==> src/rtl/cdr_loop_ctrl.sv <==
// cdr_loop_ctrl: bang-bang CDR loop core, box-car vote, PI-path filter and lock FSM
module cdr_loop_ctrl #(
  parameter int CODE_W    = 11,
  parameter int CODE_INIT = 0,
  parameter int VOTE_LEN  = 3,
  parameter int KP        = 1,
  parameter int FREQ_W    = 8,
  parameter int KI_SHIFT  = 4,
  parameter int LOCK_WIN  = 64,
  parameter int LOCK_THR  = 8
) (
  input  logic              clk,
  input  logic              rst,
  input  logic              en,
  input  logic              mode,
  input  logic              up,
  input  logic              dn,
  output logic [CODE_W-1:0] code,
  output logic              code_vld,
  output logic [FREQ_W-1:0] freq,
  output logic              locked
);
  localparam int CW = VOTE_LEN > 1 ? $clog2(VOTE_LEN) : 1;
  localparam int PW = LOCK_WIN > 1 ? $clog2(LOCK_WIN) : 1;
  localparam int SW = $clog2(VOTE_LEN + 1) + 1;
  localparam int NW = $clog2(LOCK_WIN + 1) + 1;
  localparam int FMAX = 2**(FREQ_W-1) - 1;
  localparam logic [1:0] ACQ = 2'd0, TRACK = 2'd1, LOCKED = 2'd2;
  logic [CW-1:0] cnt;
  logic signed [SW-1:0] sum;
  logic signed [1:0] vote;
  logic vote_vld;
  logic [PW-1:0] per;
  logic signed [NW-1:0] net;
  logic [1:0] state, state_nx;
  logic last, per_end;
  int w, tot, step, fnx, ntot, nabs;
  always_comb begin
    w = (up & ~dn) ? 1 : (dn & ~up) ? -1 : 0;
    last = en && cnt == CW'(VOTE_LEN - 1);
    tot = int'(sum) + w;
    step = int'(vote) * KP + (int'($signed(freq)) >>> KI_SHIFT);
    fnx = int'($signed(freq)) + int'(vote);
    fnx = fnx > FMAX ? FMAX : fnx < -FMAX ? -FMAX : fnx;
    ntot = int'(net) + int'(vote);
    nabs = ntot < 0 ? -ntot : ntot;
    per_end = per == PW'(LOCK_WIN - 1);
    state_nx = state == ACQ   ? (nabs <= LOCK_THR ? TRACK : ACQ) :
               state == TRACK ? (nabs <= LOCK_THR ? LOCKED : ACQ) :
                                (nabs > 2*LOCK_THR ? ACQ : LOCKED);
  end
  // vote and loop-update stages run every cycle; only the sampling window honours en
  always_ff @(posedge clk) begin
    if (rst) begin
      cnt      <= '0;
      sum      <= '0;
      vote     <= '0;
      vote_vld <= 1'b0;
      code     <= CODE_W'(CODE_INIT);
      code_vld <= 1'b0;
      freq     <= '0;
      per      <= '0;
      net      <= '0;
      state    <= ACQ;
      locked   <= 1'b0;
    end else begin
      vote_vld <= last;
      code_vld <= vote_vld;
      if (en) begin
        cnt <= last ? '0 : cnt + 1'b1;
        sum <= last ? '0 : SW'(tot);
      end
      if (last) vote <= tot > 0 ? 2'b01 : tot < 0 ? 2'b11 : 2'b00;
      if (vote_vld) begin
        code <= code + CODE_W'(step);
        freq <= mode ? FREQ_W'(fnx) : '0;
        per  <= per_end ? '0 : per + 1'b1;
        net  <= per_end ? '0 : NW'(ntot);
        if (per_end) begin
          state  <= state_nx;
          locked <= state_nx == LOCKED;
        end
      end
    end
  end
endmodule

==> config.mk <==
export PLATFORM = sky130hd
export DESIGN_NAME = cdr_loop_ctrl
export DESIGN_NICKNAME = d
export VERILOG_FILES = /design/src/rtl/cdr_loop_ctrl.sv
export SDC_FILE = /design/constraint.sdc
export NUM_CORES = 1
export LEC_CHECK = 0
export CORE_MARGIN = 2
export CORE_UTILIZATION = 59
export CTS_CLUSTER_DIAMETER = 60
export CTS_CLUSTER_SIZE = 30
export DETAILED_ROUTE_END_ITERATION = 10
export GPL_ROUTABILITY_DRIVEN = 0
export GPL_TIMING_DRIVEN = 0
export PLACE_DENSITY = 0.77
export RECOVER_POWER = 50
export SETUP_SLACK_MARGIN = 0.5
export SLEW_MARGIN = 40
export SYNTH_ARGS = -nofsm -noshare
export SYNTH_HDL_FRONTEND = slang
export SYNTH_SLANG_ARGS = --single-unit
export TNS_END_PERCENT = 20
==> constraint.sdc <==
create_clock -name clk -period 4.15 [get_ports clk]
set_input_delay 1.245 -clock clk [delete_from_list [all_inputs] [get_ports clk]]
set_output_delay 1.245 -clock clk [all_outputs]
set_load 0.005 [all_outputs]
# After elaboration in Yosys (flattened, before gate mapping)
# Index checks and enable logic that the tools add are counted.
# totals
output_inout_bits,21
memories,0
ff_bits,45
rom_bits,0
input_bits,6
latchBits,0
ramBits,0
elab_cells,54
# classes
n_mul,0
n_reduce_logical,3
div_mod_pow,0
eq_ne,4
add_sub_neg,8
mux,17
magnitude_cmp,7
n_shift,0
bitwise,4
# ops
op,count
two-way mux 32 bit,3
adder 3 x 32 -> 32 bit,1
> comparator 32 x 1 -> 1 bit (second input constant),1
> comparator 32 x 6 -> 1 bit (second input constant),1
less-or-equal comparator 32 x 5 -> 1 bit (second input constant),1
less-than comparator 32 x 1 -> 1 bit (second input constant),1
two-way mux 8 bit,4
negation 9 -> 32 bit,1
adder 8 x 2 -> 9 bit,2
two-way mux 2 bit,7
adder 11 bit,1
> comparator 9 x 8 -> 1 bit (second input constant),1
less-than comparator 9 x 1 -> 1 bit (second input constant),1
less-than comparator 9 x 8 -> 1 bit (second input constant),1
adder 6 x 1 -> 6 bit (second input constant),1
== test 6 bit (second input constant),1
two-way mux 6 bit,1
adder 2 x 4 -> 5 bit,1
== test 2 bit (second input constant),2
two-way mux 3 bit,1
adder 2 x 1 -> 2 bit (second input constant),1
bitwise AND 1 bit,2
== test 2 x 1 -> 1 bit (second input constant),1
logical NOT 2 bit,1
4 further kinds,5

# Longest topological paths before layout
# Gate-level depths: netlist (run 1).
# depth
word_depth,8
depth_mapped,13
ltp_nobuf,13

# Least setup slack after synthesis (run 1)
# Ideal clock, no wire load.
# synth_timing
path_type,in2reg
from,in up
to,reg vote[0]
cell_stages,10
arrival_ps,3331
slack_ps,687
required_time_ps,4018
path_buffers,0
setup_ps,132
cell_sequence,inv_1 ha_1 inv_1 fa_1 inv_1 fa_1 nor4b_1 nand3_1 a21oi_1 nor3_1
# synth_via
elab_chain_cells,8
word_cells_on_any_way,10
cone_classes,add/sub (1); order compare (2); mux (4); bitwise (3)
# synth_lines
item,line_no,text
"start, declared",16,"input logic up,"
inverter 1 bit,39,w = (up & ~dn) ? 1 : (dn & ~up) ? -1 : 0;
bitwise AND 1 bit,39,
two-way mux 32 bit,39,
two-way mux 32 bit (*),39,
adder 3 x 32 -> 32 bit (*),41,tot = int'(sum) + w;
less-than comparator 32 x 1 -> 1 bit,73,if (last) vote <= tot > 0 ? 2'b01 : tot < 0 ? 2'b11 : 2'b00;
two-way mux 2 bit,73,
two-way mux 2 bit (*),73,
"end signal, assigned",73,
"end, declared",31,logic signed [1:0] vote;
# Mark *: on every way between the ends. The rest lies on a longest branch, timed or not.
# A chain may end at the register's enable or synchronous reset.

# Final worst setup path (run 1)
# Ends and elaborated chain as after synthesis.

==> results of run 1 <==
[cells in the mapped netlist (all sizes together), types with 5 or more instances]
library cell / count
nor3: 9
maj3: 6
xor2: 11
nand2: 24
a22o: 5
dfxtp: 45
nand2b: 14
inv: 18
nor2: 38
clkbuf: 12
ha: 34
a21oi: 29
xnor2: 17
fa: 13
a211oi: 5
o2111ai: 5
a21o: 13
nand3: 20
mux2i: 13
nor2b: 7
and2: 5
[logic make-up after synthesis]
family / share of synthesized area [%]
xor+xnor: 6.96
flops: 25.6
buf+inv: 3.41
fa+ha+maj: 21.2
compound gates: 18.4
simple gates: 20.2
mux: 4.33
[report_power, final]
part | total (mW) | internal [mW] | switching (mW)
logic | 0.132 | 0.0574 | 0.0749
clock network | 0.354 | 0.196 | 0.158
registers | 0.446 | 0.437 | 0.00868
[state kept, by name (all words and copies together), names as in the netlist]
| register | count |
|---|---|
| locked | 1 |
| net | 8 |
| vote_vld | 1 |
| sum | 3 |
| freq | 8 |
| code | 11 |
| code_vld | 1 |
| state | 2 |
| per | 6 |
| cnt | 2 |
| vote | 2 |
[worst register-to-register path, cell delays in order (launching register included)]
cell	delay, ns
dfxtp_1	0.87
inv_1	0.17
fa_1	0.69
ha_1	0.31
or2_2	0.15
o22ai_1	0.06
a31oi_1	0.25
mux2_2	0.37
a211oi_1	0.26
and3_1	0.24
a2bb2oi_1	0.16
[final timing paths]
path,endpoint,from,slack (ns)
worst max-delay path,vote[0],up,0.53
worst min-delay path,state[0],state[0],0.46
worst max register to register,locked,vote[1],0.56
worst min register to register,state[0],state[0],0.46
[what timing repair did]
| action | 4_1_cts | 5_1_grt |
|---|---|---|
| gates resized for setup | 3 | 4 |
| pin swaps | 0 | 4 |
| setup buffers | 1 | 3 |
| setup endpoints to repair | 1 | 1 |
[per-layer routing]
metal  track usage, %  up-vias  wire, um  part of all wire, %
met3             4.56       11       306                  4.0
met2             42.9       54      3700                   49
met4             7.46        0       123                  1.6
met5                0        -         0                    0
li1                 -     1511         -                    -
met1             30.8     1436      3430                   45
[area by class of cell]
class                           instances  area share, %
Clock inverter                          2          0.931
Timing Repair Buffer                   28           6.70
Inverter                               19           1.86
Clock buffer                            6           2.05
Tap cell                               75           2.33
Multi-Input combinational cell        327           62.6
Sequential cell                        45           22.3
Buffer                                 13           1.21
[stage by stage]
stage / utilization (%) / cells
global route: 68.9 / 515
floorplan: - / 404
finish: 68.9 / 515
detailed placement: 66.0 / 503
global placement: 66.0 / 503
CTS: 68.3 / 512
==> results.toml, run 1 <==
[global_routing]
grt_pass1_wl_um = 12800
gr-total-overflow = 0
grtUsageTotal_pct = 24.6
grt_pass1_vias = 2911
grt_max_degree = 19
antenna_found_initial = 0

[worst_setup_path]
critPathCaptureType = "flop"
cp_cell_sequence = "clkdlybuf4s50_1, inv_1, ha_2, ha_1, a21o_1, a21o_1, fa_1, nor4b_2, nand3_1, a21oi_2, nor3_1"
startpoint_type = "input port"
path_delay_family = "adder cells"
crit_type = "input port to flop"
critPathMaxFanout = 7
worstPathArrival_ns = 3.80
required_ns = 4.32
slowest_stage = "fa_1"
cp.depth = 11
slowest_delay_ns = 0.46
path_buf_inv = 2
r2r_cells = 10
crit_top_cell = "a21o_1"

[synth]
syn-num-nets = 457
yosys-top-cells-area = "dfxtp_1 (26%), ha_1 (12%), fa_1 (7.4%)"
synth_edf_count = 0
synth_top_area_share_pct = 25.6
synthArstFlopShare_pct = 0
yosysTopAreaCell = "dfxtp_1"
ys_seq_area_share_pct = 25.6
netlist_area_um2 = 3520
synth_seq_cells = 45
yosys_warnings = 0
synthFlopType = "dfxtp_1"
synth_cells = 404
synthDistinctLibCells = 59
syn_area_per_cell_um2 = 8.72

[placed_design]
postPlaceCellArea_um2 = 3860
place_ws_ns = -0.0560
dp_hpwl_um = 5710
port_buffers = 24

[cts]
clockRootBuffer = "clkbuf_8"
cts.clk_slew.worst_paths_ns = 0.09
tritoncts = "built"
cts.htree.levels = 2
cts_buffers = 5
clkLatencyLatePin_ns = 0.30
cts_max_path_buffers = 2
postCtsHoldBufs = 0
clock_sinks = 45

[sta]
finClkSkew_ns = 0.00521
finalCriticalPeriod_ns = 3.62
finalMaxSlewViolations = 0
fin_crit_sh_pct = 87.3
clock.fmax_ghz = 0.276
hold_viol = 0
setup_ws_ns = 0.526
setup_viol = 0
rsz0062_at_grt = "false"
worst_pin_slew_ns = 0.839
tns_ns = 0
slew_headroom_pct = 44.0
worst_hold_slack_ns = 0.459

[die]
core_area_um2 = 5850
ios = 27
num_rows = 28
fp.dieH_um = 81.3
start_util_pct = 60.2
die_w_um = 81.3
die-area_um2 = 6610

[power]
irDropWorstVdd_v = 0.000244
total_power_mw = 0.932
p_leak_nw = 1.77
powerDensity_nw_per_um2 = 231

[status]
status = "finished clean"

[min_path]
hold_depth = 2
worstHoldPathType = "flop to flop"

[routing]
drtAntennaViolNets = 0
dr_total_vias = 3012
drt_iter0_drc = 112
wire_per_inst_um = 14.7
dr.pass1.iters = 4
viasPerCell = 5.85
routed_wl_um = 7560
drc = 0

[layout]
nets = 492
layout-drive-gt1-share_pct = 5.91
fin_area_um2 = 4030
nFillCells = 489
final_common_cell = "dfxtp_1"
n_antenna_cell = 0
final_cell_mix = "dfxtp_1 (45), nor2_1 (38), ha_1 (33)"
multi_input_area_um2 = 2520
ff_latch_area_um2 = 901
syn2layout_area_growth_pct = 14.4

[run]
maxCapViolCount = 0
(Power assumes the default switching activity.)
==> inputs of run 2 (changes only) <==
--- a/config.mk
+++ b/config.mk
@@ -15,6 +15,7 @@
 export PLACE_DENSITY = 0.77
 export RECOVER_POWER = 50
 export SETUP_SLACK_MARGIN = 0.5
+export SKIP_CTS_REPAIR_TIMING = 1
 export SLEW_MARGIN = 40
 export SYNTH_ARGS = -nofsm -noshare
 export SYNTH_HDL_FRONTEND = slang
==> run 2 against run 1 <==
Compared with the run above: sequential power about the same; clock-buffer cell count unchanged; worst setup slack better by 0.013 ns; core utilization up 0.26 points; critical path depth unchanged; maximum frequency up 0.36%; non-clock buffer count up 1; highest routed layer unchanged; cell count up 0.19%; die area unchanged; critical path type unchanged; global-route usage about the same.
==> results.toml, run 2 (synthesized netlist as in run 1, its figures left out) <==
[status]
status = "finished clean"

[layout]
final_common_cell = "dfxtp_1"
n_antenna_cell = 0
reg.largest.list = "code: 11 flops, freq: 8 flops, net: 8 flops"
fin_area_um2 = 4050
largest_reg_flops = 11
final_cell_mix = "dfxtp_1 (45), nor2_1 (38), ha_1 (32)"
nets = 493
layout-drive-gt1-share_pct = 6.35
largest_register = "code"
syn2layout_area_growth_pct = 14.8

[cts]
cts_buffers = 5
cts.htree.levels = 2
tritoncts = "built"
cts_max_path_buffers = 2
clock_sinks = 45
cts.clk_slew.worst_paths_ns = 0.09
clkLatencyLatePin_ns = 0.30
clockRootBuffer = "clkbuf_8"

[power]
clkPwrFrac_pct = 37.9
irDropWorstVdd_v = 0.000246
comb_power_share_pct = 14.5
p_sw_mw = 0.244
internal_power_mw = 0.693
switching_share_pct = 26.0
power_frac_seq_pct = 47.6
p_leak_nw = 1.78
powerDensity_nw_per_um2 = 231

[die]
num_rows = 28
fp.dieH_um = 81.3
die-area_um2 = 6610
core_area_um2 = 5850
ios = 27
die_w_um = 81.3
start_util_pct = 60.2

[placed_design]
place_ws_ns = -0.0560
postPlaceCellArea_um2 = 3860
dp_hpwl_um = 5710
port_buffers = 24

[routing]
dr.pass1.iters = 4
wire_per_inst_um = 14.8
dr_total_vias = 3025
viasPerCell = 5.86
routed_wl_um = 7620
drt_iter0_drc = 104
drc = 0
drtAntennaViolNets = 0

[sta]
tns_ns = 0
finalCriticalPeriod_ns = 3.61
slew_headroom_pct = 43.0
finClkSkew_ns = 0.00571
rsz0062_at_grt = "false"
finalMaxSlewViolations = 0
fin_crit_sh_pct = 87.0
clock.fmax_ghz = 0.277
setup_viol = 0
hold_viol = 0
setup_ws_ns = 0.539
worst_pin_slew_ns = 0.854

[worst_setup_path]
required_ns = 4.32
r2r_start = "vote[1]"
critPathMaxFanout = 6
crit_type = "input port to flop"
crit_start = "up"
slowest_stage = "fa_1"
worstPathArrival_ns = 3.79
slowest_delay_ns = 0.51
crit_top_cell = "a21o_1"
path_delay_family = "adder cells"
path_buf_inv = 2
startpoint_type = "input port"
critPathCaptureType = "flop"
cp_cell_sequence = "clkdlybuf4s50_1, inv_1, ha_2, ha_1, a21o_1, a21o_1, fa_1, nor4b_4, nand3_1, a21oi_2, nor3_1"

[min_path]
hold_start = "state[0]"
worstHoldPathType = "flop to flop"

[global_routing]
grt_pass1_vias = 2907
grt_pass1_wl_um = 12800
grtUsageTotal_pct = 24.6
gr-total-overflow = 0
antenna_found_initial = 0
grt_max_degree = 19

[run]
maxCapViolCount = 0
## run 2: cell types whose count changed in the layout (fill, tap and decap cells not counted)
cell	before	now
nor4b_2	2	0
buf_4	4	5
fa_1	13	12
fa_2	0	1
ha_1	33	32
ha_2	1	2
nor4b_1	0	1
nor4b_4	0	1
## run 2: layer usage
metal  vias to the layer above  GRT usage [%]  part of all wire [%]
met2                        64           42.7                    49
met1                      1432           30.9                    45
met5                         -              0                     0
met3                         9           4.56                   4.1
met4                         0           7.46                   1.4
li1                       1520              -                     -
## run 2: area by class of cell
class / count / area, um^2
sequential: 45 / 901
buffer: 13 / 48.8
multi-input combinational: 327 / 2530
tap: 75 / 93.8
clock buffer: 6 / 82.6
fill: 486 / 1800
timing repair buffer: 29 / 278
inverter: 19 / 75.1
clock inverter: 2 / 37.5
## run 2: metrics by stage
step	util, %	std cells	total power [mW]	hold WS (ns)
after floorplan	-	404	0.547	0.434
after global placement	66.0	503	0.572	0.443
after detailed placement	66.0	503	0.577	0.449
after CTS	68.0	511	0.930	0.462
after global routing	69.2	516	0.979	0.496
final	69.2	516	0.936	0.459
## run 2: tightest hold or removal path, delay by kind of cell (launching register included)
kind / cells / cell delay, ns
compound gates: 1 / 0.05
flops: 1 / 0.33
simple gates: 1 / 0.05
## run 2: final timing paths
path | to | slack [ns] | depth (start not counted)
setup / recovery | vote[0] | 0.54 | 11
hold / removal | state[0] | 0.46 | 2
setup reg to reg | locked | 0.56 | 10
hold reg to reg | state[0] | 0.46 | 2
## run 2: power by group through the flow
stage,Sequential [mW],Combinational [mW],Clock (mW)
after global routing,0.447,0.152,0.380
after CTS,0.446,0.122,0.362
after detailed placement,0.456,0.121,0
after global placement,0.455,0.117,0
after floorplan,0.453,0.0936,0
final,0.446,0.136,0.355
==> inputs of run 3 (changes only) <==
==> constraint.sdc (replaced) <==
create_clock -name clk -period 3.77 [get_ports clk]
set_input_delay 1.131 -clock clk [delete_from_list [all_inputs] [get_ports clk]]
set_output_delay 1.131 -clock clk [all_outputs]
set_load 0.005 [all_outputs]
==> run 3 against run 2 <==
Compared with the run above: register-to-register slack worse by 0.03 ns; critical endpoint is now locked; clock power is 22% higher; core utilization is 0.64 points higher; worst hold slack better by 0.0050 ns; power is 15% higher; flip-flop and latch count stayed put; largest power group unchanged; sequential power is 10% higher.
==> results.toml, run 3 (synthesized netlist as in run 1, its figures left out) <==
[cts]
cts.htree.levels = 2
tritoncts = "built"
cts_buffers = 5
clkLatencyLatePin_ns = 0.30
clock_sinks = 45
clockRootBuffer = "clkbuf_8"
cts_max_path_buffers = 2
cts.clk_slew.worst_paths_ns = 0.09

[sta]
worst_pin_slew_ns = 0.792
slew_headroom_pct = 46.8
finClkSkew_ns = 0.00890
finalCriticalPeriod_ns = 3.24
fin_crit_sh_pct = 86.0
clock.fmax_ghz = 0.308
finalMaxSlewViolations = 0
rsz0062_at_grt = "true"
setup_viol = 0
hold_viol = 0

[die]
num_rows = 28
ios = 27
die-area_um2 = 6610
fp.dieH_um = 81.3
die_w_um = 81.3
start_util_pct = 60.2
core_area_um2 = 5850

[worst_setup_path]
critPathCaptureType = "flop"
required_ns = 4.01
path_delay_family = "adder cells"
crit_type = "flop to flop"
crit_start = "vote[1]"
r2r_start = "vote[1]"
cp_cell_sequence = "inv_1, fa_1, ha_1, or2_2, o22ai_1, a31oi_1, mux2_2, a211oi_1, and3_1, a2bb2oi_1"
startpoint_type = "flop"
slowest_delay_ns = 0.67
worstPathArrival_ns = 3.48
path_buf_inv = 1
critPathMaxFanout = 18
slowest_stage = "fa_1"

[layout]
largest_register = "code"
nets = 493
nFillCells = 462
fin_util_pct = 69.8
final_cell_mix = "dfxtp_1 (44), nor2_1 (37), ha_1 (31)"
fin_area_um2 = 4080
final_common_cell = "dfxtp_1"
syn2layout_area_growth_pct = 15.9
layout-drive-gt1-share_pct = 7.26
n_antenna_cell = 0
reg.largest.list = "code: 11 flops, freq: 8 flops, net: 8 flops"
largest_reg_flops = 11

[routing]
drtAntennaViolNets = 0
drt_iter0_drc = 160
drc = 0
dr.pass1.iters = 4
viasPerCell = 5.90
wire_per_inst_um = 15.3
dr_total_vias = 3045
routed_wl_um = 7900

[power]
p_sw_mw = 0.267
clkPwrFrac_pct = 40.2
power_frac_seq_pct = 45.6
total_power_mw = 1.08
p_leak_nw = 1.80
comb_power_share_pct = 14.3
internal_power_mw = 0.811
irDropWorstVdd_v = 0.000225
powerDensity_nw_per_um2 = 264
switching_share_pct = 24.8

[min_path]
worstHoldPathType = "flop to flop"
hold_start = "state[0]"

[placed_design]
postPlaceCellArea_um2 = 3860
port_buffers = 24
dp_hpwl_um = 5680

[global_routing]
grt_pass1_wl_um = 13000
grtUsageTotal_pct = 24.7
grt_max_degree = 19
antenna_found_initial = 0
grt_pass1_vias = 2943
gr-total-overflow = 0

[run]
maxCapViolCount = 0

[status]
status = "finished clean"
## run 3: worst register-to-register path, delay by kind of cell (launching register included)
| family | cells | cell delay, ns |
|---|---|---|
| adders and majority gates | 2 | 0.98 |
| AOI/OAI and AO/OA | 4 | 0.69 |
| DFF | 1 | 0.62 |
| and+or+nand+nor | 2 | 0.40 |
| muxes | 1 | 0.37 |
| buffers and inverters | 1 | 0.13 |
## run 3: layout make-up
class | instances | area (um^2) | share of cell area [%]
multi-input combinational | 327 | 2550 | 62.4
clock buffer | 5 | 68.8 | 1.69
clock inverter | 3 | 65.1 | 1.59
tap | 75 | 93.8 | 2.30
sequential | 45 | 902 | 22.1
inverter | 19 | 75.1 | 1.84
buffer | 13 | 48.8 | 1.19
timing repair buffer | 29 | 280 | 6.86
## run 3: worst paths after layout
path              end  slack (ns)  cells after the start
max            locked        0.53                     10
min          state[0]        0.46                      2
min reg2reg  state[0]        0.46                      2
max reg2reg    locked        0.53                     10
## run 3: power groups by stage
| stage | Sequential [mW] | Combinational, mW | Clock, mW |
|---|---|---|---|
| floorplan | 0.499 | 0.103 | 0 |
| global placement | 0.501 | 0.129 | 0 |
| detailed placement | 0.502 | 0.134 | 0 |
| CTS | 0.490 | 0.135 | 0.440 |
| global route | 0.493 | 0.171 | 0.455 |
| finish | 0.491 | 0.154 | 0.433 |
## run 3: stage by stage
stage / instances / hold WS (ns) / setup WS (ns) / TNS (ns)
CTS: 511 / 0.463 / 0.133 / 0
detailed placement: 503 / 0.450 / -0.181 / -0.181
global placement: 503 / 0.443 / -0.112 / -0.112
finish: 516 / 0.464 / 0.528 / 0
global route: 516 / 0.494 / 0.276 / 0
floorplan: 404 / 0.434 / 0.541 / 0
## run 3: layer usage
metal  vias up  GRT usage, %  share of wire (%)
li1       1516             -                  -
met1      1449          31.8                 45
met2        74          43.4                 50
met3         6          4.00                4.2
met4         0          5.42               0.75
met5         -             0                  0
